`config.mk`:
```
export PLATFORM = sky130hd
export DESIGN_NAME = systolic_tile_sequencer
export DESIGN_NICKNAME = d
export VERILOG_FILES = /design/src/rtl/systolic_tile_sequencer.sv
export SDC_FILE = /design/constraint.sdc
export NUM_CORES = 1
export LEC_CHECK = 0
export CAP_MARGIN = 20
export CELL_PAD_IN_SITES_DETAIL_PLACEMENT = 1
export CELL_PAD_IN_SITES_GLOBAL_PLACEMENT = 1
export CORE_MARGIN = 5
export CORE_UTILIZATION = 47
export CTS_CLUSTER_DIAMETER = 100
export DETAILED_ROUTE_END_ITERATION = 7
export DONT_BUFFER_PORTS = 1
export PLACE_DENSITY = 0.77
export SLEW_MARGIN = 20
export SYNTH_ARGS = -nofsm -noshare
export SYNTH_HDL_FRONTEND = slang
export SYNTH_SLANG_ARGS = --single-unit
```
`constraint.sdc`:
```
create_clock -name clk -period 2.6 [get_ports clk]
set_clock_uncertainty 0.2 [all_clocks]
set_input_delay 0.26 -clock clk [delete_from_list [all_inputs] [get_ports clk]]
set_output_delay 0.26 -clock clk [all_outputs]
set_load 0.005 [all_outputs]
```
`src/rtl/systolic_tile_sequencer.sv`:
```
// Purpose : drives the systolic controller through a job of num_tiles weight tiles (weight load, one compute pass, drain, repeat).
// Latency : registered outputs; per tile N_SIZE load cycles + controller turnaround + one compute pass; job_done 1 cycle after the last drain.
// Backpressure: waits on ctrl_ready before every load and compute phase; start is ignored while cmd_ready=0.
//
// Ports:
//   clk, rst_n            clock, async active-low reset
//   start, num_tiles      job request (accepted on start & cmd_ready), tile count sampled on accept
//   cmd_ready             idle, can accept a job
//   ctrl_ready, ctrl_done controller idle indication and compute-done pulse
//   load_weight, valid_in weight-load request and compute-valid to the controller
//   wt_rd_en, wt_rd_addr  weight-buffer read strobe and row address (tile_idx*N_SIZE + row)
//   tile_idx              index of the tile in flight
//   job_done              one-cycle pulse when the job completes
//   error                 sticky compute-watchdog error
//
// Optional: define SEQ_WATCHDOG_EN to abort a compute pass that never sees ctrl_done;
// without it, error is tied low and the compute phase waits indefinitely.
module systolic_tile_sequencer #(
    parameter int N_SIZE        = 32,
    parameter int NUM_ROWS      = 512,
    parameter int TILE_W        = 8,
    parameter int WT_ADDR_WIDTH = 13,
    parameter int TIMEOUT_SLACK = 16
) (
    input  logic                     clk,
    input  logic                     rst_n,
    input  logic                     start,
    input  logic [TILE_W-1:0]        num_tiles,
    output logic                     cmd_ready,
    input  logic                     ctrl_ready,
    input  logic                     ctrl_done,
    output logic                     load_weight,
    output logic                     valid_in,
    output logic                     wt_rd_en,
    output logic [WT_ADDR_WIDTH-1:0] wt_rd_addr,
    output logic [TILE_W-1:0]        tile_idx,
    output logic                     job_done,
    output logic                     error
);

    localparam int KW = (N_SIZE > 1) ? $clog2(N_SIZE) : 1;
    localparam logic [KW-1:0]            K_LAST = KW'(N_SIZE - 1);
    localparam logic [WT_ADDR_WIDTH-1:0] N_ADDR = WT_ADDR_WIDTH'(N_SIZE);

    // Elaboration-time sanity: the weight buffer must address every row of the largest job.
    if (((1 << TILE_W) * N_SIZE - 1) >= (1 << WT_ADDR_WIDTH)) begin : g_bad_addr_width
        $error("WT_ADDR_WIDTH too small for 2^TILE_W*N_SIZE rows");
    end
    if (NUM_ROWS < 1 || TIMEOUT_SLACK < 0) begin : g_bad_cfg
        $error("NUM_ROWS must be positive and TIMEOUT_SLACK non-negative");
    end

    typedef enum logic [2:0] {
        S_IDLE, S_WLOAD_WAIT, S_WLOAD, S_CMP_WAIT, S_COMPUTE, S_DRAIN
    } state_t;

    state_t                     state_q, state_d;
    logic [TILE_W-1:0]          num_q, num_d;
    logic [TILE_W-1:0]          tile_q, tile_d;
    logic [KW-1:0]              k_q, k_d;
    logic [WT_ADDR_WIDTH-1:0]   addr_q, addr_d;
    logic                       cmd_ready_q, cmd_ready_d;
    logic                       load_q, load_d;
    logic                       valid_q, valid_d;
    logic                       rd_en_q, rd_en_d;
    logic                       done_q, done_d;

`ifdef SEQ_WATCHDOG_EN
    localparam int WD_LIMIT = NUM_ROWS + 2 * N_SIZE + TIMEOUT_SLACK;
    localparam int WDW      = $clog2(WD_LIMIT + 1);
    localparam logic [WDW-1:0] WD_LAST = WDW'(WD_LIMIT - 1);
    logic [WDW-1:0] wd_q, wd_d;
    logic           err_q, err_d;
`endif

    always_comb begin
        state_d     = state_q;
        num_d       = num_q;
        tile_d      = tile_q;
        k_d         = k_q;
        addr_d      = addr_q;
        cmd_ready_d = cmd_ready_q;
        load_d      = load_q;
        valid_d     = valid_q;
        rd_en_d     = rd_en_q;
        done_d      = 1'b0;
`ifdef SEQ_WATCHDOG_EN
        wd_d        = wd_q;
        err_d       = err_q;
`endif
        case (state_q)
            S_IDLE: begin
                if (start && cmd_ready_q) begin
                    num_d  = num_tiles;
                    tile_d = '0;
`ifdef SEQ_WATCHDOG_EN
                    err_d  = 1'b0;
`endif
                    // An empty job completes at once; cmd_ready never drops.
                    if (num_tiles == '0) begin
                        done_d = 1'b1;
                    end else begin
                        cmd_ready_d = 1'b0;
                        state_d     = S_WLOAD_WAIT;
                    end
                end
            end
            S_WLOAD_WAIT: begin
                if (ctrl_ready) begin
                    state_d = S_WLOAD;
                    load_d  = 1'b1;
                    rd_en_d = 1'b1;
                    k_d     = '0;
                    addr_d  = WT_ADDR_WIDTH'(tile_q) * N_ADDR;
                end
            end
            S_WLOAD: begin
                if (k_q == K_LAST) begin
                    load_d  = 1'b0;
                    rd_en_d = 1'b0;
                    state_d = S_CMP_WAIT;
                end else begin
                    k_d    = k_q + 1'b1;
                    addr_d = addr_q + 1'b1;
                end
            end
            S_CMP_WAIT: begin
                if (ctrl_ready) begin
                    state_d = S_COMPUTE;
                    valid_d = 1'b1;
`ifdef SEQ_WATCHDOG_EN
                    wd_d    = '0;
`endif
                end
            end
            S_COMPUTE: begin
                if (ctrl_done) begin
                    valid_d = 1'b0;
                    state_d = S_DRAIN;
                end
`ifdef SEQ_WATCHDOG_EN
                else if (wd_q == WD_LAST) begin
                    // Abort the job: no job_done, back to idle with the error flagged.
                    err_d       = 1'b1;
                    valid_d     = 1'b0;
                    cmd_ready_d = 1'b1;
                    state_d     = S_IDLE;
                end else begin
                    wd_d = wd_q + 1'b1;
                end
`endif
            end
            S_DRAIN: begin
                if (ctrl_ready) begin
                    if (tile_q == num_q - 1'b1) begin
                        done_d      = 1'b1;
                        cmd_ready_d = 1'b1;
                        state_d     = S_IDLE;
                    end else begin
                        tile_d  = tile_q + 1'b1;
                        state_d = S_WLOAD_WAIT;
                    end
                end
            end
            default: state_d = S_IDLE;
        endcase
    end

    always_ff @(posedge clk or negedge rst_n) begin
        if (!rst_n) begin
            state_q     <= S_IDLE;
            num_q       <= '0;
            tile_q      <= '0;
            k_q         <= '0;
            addr_q      <= '0;
            cmd_ready_q <= 1'b1;
            load_q      <= 1'b0;
            valid_q     <= 1'b0;
            rd_en_q     <= 1'b0;
            done_q      <= 1'b0;
        end else begin
            state_q     <= state_d;
            num_q       <= num_d;
            tile_q      <= tile_d;
            k_q         <= k_d;
            addr_q      <= addr_d;
            cmd_ready_q <= cmd_ready_d;
            load_q      <= load_d;
            valid_q     <= valid_d;
            rd_en_q     <= rd_en_d;
            done_q      <= done_d;
        end
    end

`ifdef SEQ_WATCHDOG_EN
    always_ff @(posedge clk or negedge rst_n) begin
        if (!rst_n) begin
            wd_q  <= '0;
            err_q <= 1'b0;
        end else begin
            wd_q  <= wd_d;
            err_q <= err_d;
        end
    end
    assign error = err_q;
`else
    assign error = 1'b0;
`endif

    assign cmd_ready   = cmd_ready_q;
    assign load_weight = load_q;
    assign valid_in    = valid_q;
    assign wt_rd_en    = rd_en_q;
    assign wt_rd_addr  = addr_q;
    assign tile_idx    = tile_q;
    assign job_done    = done_q;

endmodule

```
* Yosys cells after proc, flatten, opt, wreduce, memory -nomap -nowiden
Index checks and enable logic that the tools add are counted. W data, S select, Z words.
Cells by class: divide/modulo/power cells 0, multiply operators 0, equality and inequality tests 17, $lt $le $gt $ge 0, bitwise logic cells 0, muxes and demuxes 34, reductions and logical operators 13, shift operators 0, $add $sub $neg 4
Operators by type and width (count):
- $mux W13 | 2
- $pmux W13 S2 | 1
- $mux W8 | 3
- $mux W3 | 7
- $ne A2 B2 Y1 const B | 10
- $pmux W3 S6 | 1
- $pmux W8 S2 | 1
- $add A13 B1 Y13 const B | 1
- $mux W1 | 12
- $mux W5 | 2
- $pmux W5 S2 | 1
- $reduce_and A3 Y1 | 3
- $add A8 B1 Y8 const B | 1
- $eq A8 B8 Y1 | 1
- $logic_not A8 Y1 | 1
- $pmux W1 S2 | 4
- $sub A8 B1 Y8 const B | 1
- $reduce_and A7 Y1 | 1
- $eq A3 B2 Y1 const B | 2
- $eq A3 B3 Y1 const B | 2
- $reduce_bool A2 Y1 | 3
- $add A5 B1 Y5 const B | 1
- $eq A5 B5 Y1 const B | 1
- $reduce_and A5 Y1 | 1
- 5 further kinds | 5
Word-level totals: RAM bits 0, word-level logic and storage cells 77, bits in read-only memories 0, output and inout bits 27, bits in registers 41, memories 0, bits in latches 0

* Logic depth before layout (Yosys ltp)
depth in word-level cells 5, depth in mapped cells 9

* Worst setup path before layout
OpenSTA, ideal clock, no wires.
path kind reg2reg, start register num_q[0], end register tile_q[4], in the netlist tile_idx[4], setup time 74 ps, data arrival time 1937 ps, clock period less this slack 2211 ps, path slack 389 ps, stages on the path, launching flop included 9, path buffers 0, cell sequence dfrtp_1 -> inv_1 -> ha_1 -> xor2_1 -> nand3_1 -> a2111oi_4 -> nand2_2 -> a31o_1 -> a21oi_2
On the way: word-level cells in the longest chain between the ends 4
Ends and longest elaborated chain:
- start: declaration | RTL line 58 | logic [TILE_W-1:0] num_q, num_d;
- start signal: assignment | RTL line 183 | num_q <= num_d;
- $sub A8 B1 Y8 | RTL line 155 | if (tile_q == num_q - 1'b1) begin
- $eq A8 B8 Y1 | RTL line 155
- $ne A2 B2 Y1 (no source line)
- $reduce_and A4 Y1 (no source line)
- end signal: assignment | RTL line 184 | tile_q <= tile_d;
- end: declaration | RTL line 59 | logic [TILE_W-1:0] tile_q, tile_d;
Every way passes these cells. A chain may end at the register's enable or synchronous reset.

* Worst setup path in the final report
start register num_q[0], end register tile_q[7], in the netlist tile_idx[7]
Same word-level chain as after synthesis.

==> flow_summary_export.csv <==
group,metric,value,unit
sta,period_share,92.4,%
critical_path,r2r_slack,0.20,ns
die,rows,26,
drt,dr.pass1.iters,4,
logic_synthesis,syn-num-nets,302,
drt,ant_nets,0,
logic_synthesis,ys_seq_area_share,42.1,%
grt,overflow,0,
sta,slew_viol_final,0,
placement,hpwl,4.66,mm
sta,hold_viol,0,
grt,grtUsageTotal,21.5,%
logic_synthesis,yosys.area.top_type,"dfrtp_1",
sta,setup_viol,0,
die,start_util,48.1,%
critical_path,setup.worst_path.end,"tile_idx[7]$_DFFE_PN0P_",
cts,cts_max_path_buffers,2,
critical_path,cp.arrival,2.38,ns
drt,wire_per_inst,17.7,um
placement,port_buffers,0,
critical_path,r2r_cells,9,
placement,dp_slack,0.145,ns
cts,cts_tree,"yes",
drt,vias,2117,
cts,cts_resized,0,
critical_path,r2r-start,"num_q[0]$_DFFE_PN0P_",
cts,cts_root_buf,"clkbuf_8",
sta,max_clock_freq,0.416,GHz
grt,grt_busiest_layer,"met2",
layout,areaGrowthSynthToFinish,14.6,%
critical_path,crit_type,"reg -> reg",
power,vdd_drop_max,286,uV
layout,fin_area,2790,um^2
layout,nNetsFinal,319,
critical_path,crit_required,2.58,ns
critical_path,crit_family,"compound AO/OA/AOI/OAI gates",
job,cap_violations,0,
grt,first_global_vias,2172,
logic_synthesis,synth-seq-cells,41,
grt,grt_antenna_before_repair,0,
critical_path,startpoint_type,"register",
logic_synthesis,synth_area_per_cell,8.59,um^2
logic_synthesis,yosys.area.top_type_share,41.0,%
grt,met1_usage,30.1,%
sta,finalCriticalPeriod,2.40,ns
drt,drt-initial-drc-count,120,
cts,cts_num_sinks,41,
logic_synthesis,synth.area.top_cells,"dfrtp_1, nand2_1, a21oi_1",
critical_path,worst-path-buf-inv,1,
critical_path,critPathMaxStageDelay,0.45,ns
sta,final.setup.tns,0,ns
sta,setup_ws,0.197,ns
placement,globalplace.congestion,0.815,
die,dieWidth,82.0,um
critical_path,cp-end-kind,"register",
die,die_y,82.0,um
critical_path,cp.depth,9,
critical_path,r2r_end,"tile_idx[7]$_DFFE_PN0P_",
cts,htreeDepth,2,
drt,via_per_inst,5.69,
grt,grt_max_degree,42,
sta,grt_setup_unrepaired,"false",
placement,place_area,2540,um^2
logic_synthesis,ys_types,47,
logic_synthesis,netlist_area,2440,um^2
min_path,hold_class,"in -> reg",
outcome,status,"complete, no violations",
die,pin_count,40,
critical_path,path_cells,"inv_1 > ha_1 > xnor2_1 > and4b_1 > a41oi_1 > nand2_2 > a2111oi_2 > xnor2_1 > nor2_1",
logic_synthesis,syn_inst,284,
die,dieArea,6730,um^2
cts,path_clk_slew,0.09,ns
critical_path,critPathMaxFanout,7,
logic_synthesis,yosysWarnings,0,
layout,drive_gt1_share,11.3,%
layout,antenna_cells,0,
drt,drt_wl_total,6.57,mm
cts,cts_buffers,5,
power,powerDensity,438,nW/um^2
grt,met2_usage,32.8,%
critical_path,crit_top_cell,"xnor2_1",
grt,grt_pass1_wl,11.1,mm
grt,grt_use_met3,6.58,%
drt,drc_errors,0,
power,leakage,1.23,nW
cts,clk_latency,0.30,ns
die,core,5070,um^2
critical_path,crit_slowest_cell,"dfrtp_1",
critical_path,cp-startpoint,"num_q[0]$_DFFE_PN0P_",
cell usage after synthesis (all sizes together):
library cell / n
a2111oi: 2
a211oi: 2
a21o: 1
a21oi: 25
a31o: 1
a31oi: 2
a32o: 1
a32oi: 3
a41oi: 1
and2: 4
and3: 8
and3b: 1
and4b: 1
buf: 7
clkbuf: 7
conb: 1
dfrtp: 40
dfstp: 1
ha: 5
inv: 4
mux2i: 1
nand2: 58
nand2b: 6
nand3: 18
nand3b: 4
nand4: 4
nor2: 18
nor2b: 1
nor3: 7
nor4: 3
o21ai: 21
o22ai: 3
or3: 3
or3b: 2
xnor2: 10
xor2: 8
cell families (layout without fill, tap and decap cells):
kind of cell | after synthesis | count (layout) | synth area share, %
simple gates | 138 | 138 | 28.2
compound gates | 62 | 62 | 16.2
flops | 41 | 41 | 42.1
xor+xnor | 18 | 18 | 6.77
buf+inv | 18 | 36 | 3.59
fa+ha+maj | 5 | 5 | 2.57
other cells | 1 | 1 | 0.154
mux | 1 | 1 | 0.410
power breakdown:
| group | switching, mW | total [mW] | internal [mW] |
|---|---|---|---|
| registers | 0 | 0.637 | 0.637 |
| logic | 0.0160 | 0.0312 | 0.0151 |
| clock network | 0.243 | 0.556 | 0.313 |
area by class of cell:
type | count | area [um^2]
flip-flops and latches | 41 | 1030
multi-input cells | 225 | 1320
well taps | 70 | 87.6
inverters | 4 | 15.0
fillers | 607 | 2280
clock inverters | 2 | 37.5
repair buffers | 24 | 220
clock buffers | 6 | 82.6
metrics by stage:
stage          utilization [%]  hold WS [ns]  power (mW)  cells
2_1_floorplan                -        -0.236       0.653    284
3_3_place_gp              50.0        -0.235       0.652    351
3_5_place_dp              50.0        -0.235       0.652    351
4_1_cts                   54.9        0.0275        1.23    371
5_1_grt                   55.1        0.0384        1.27    372
6_report                  55.1        0.0446        1.22    372
sequential cells by signal, summed over array words and instances (netlist names):
name        count
state_q         3
k_q             5
cmd_ready       1
wt_rd_en        1
valid_in        1
wt_rd_addr     13
tile_idx        8
job_done        1
num_q           8
worst min-delay path by stage:
stage	cells past startpoint	startpoint	endpoint
after floorplan	0	rst_n	job_done$_DFF_PN0_
after global placement	0	rst_n	valid_in$_DFFE_PN0P_
after detailed placement	0	rst_n	valid_in$_DFFE_PN0P_
after CTS	2	ctrl_ready	cmd_ready$_DFFE_PN1P_
after global routing	2	ctrl_ready	cmd_ready$_DFFE_PN1P_
final	2	ctrl_ready	cmd_ready$_DFFE_PN1P_
metal layers:
layer	up-vias	part of all wire, %	routed length (um)
met3	5	7.2	472
met2	47	46	3010
met5	-	0	0
met4	0	0.79	52
met1	1037	46	3030
li1	1028	-	-
timing repair:
action / in CTS / in global routing
buffers inserted: 0 / 1
hold buffers: 12 / 0
endpoints found under the setup margin: 0 / 10
hold endpoints to repair: 51 / 0
worst reg2reg max path, cell delays in order, from the launching register on:
cell,delay (ns)
dfrtp_1,0.45
inv_1,0.11
ha_1,0.30
xnor2_1,0.16
and4b_1,0.18
a41oi_1,0.18
nand2_2,0.15
a2111oi_2,0.36
xnor2_1,0.16
nor2_1,0.05
cells in the final DEF, fill, tap and decap left out, types with 2 or more instances in the layout:
cell           count
inv_1              3
a32oi_1            3
nand3b_1           4
clkbuf_8           6
nand4_1            4
dfrtp_1           40
o21ai_1            3
nand2_2            2
nor3_1             6
nand2_1           56
and3_1             8
nor4_1             3
a211oi_1           2
buf_4             12
o22ai_1            3
xnor2_1            9
ha_1               5
nor2_1            18
o21ai_0           18
nand3_1           17
nand2b_1           6
a31oi_1            2
and2_1             4
xor2_1             8
or3_1              3
a21oi_1           23
or3b_2             2
dlygate4sd3_1     11
Note: power is estimated with default switching activity, not from simulation.
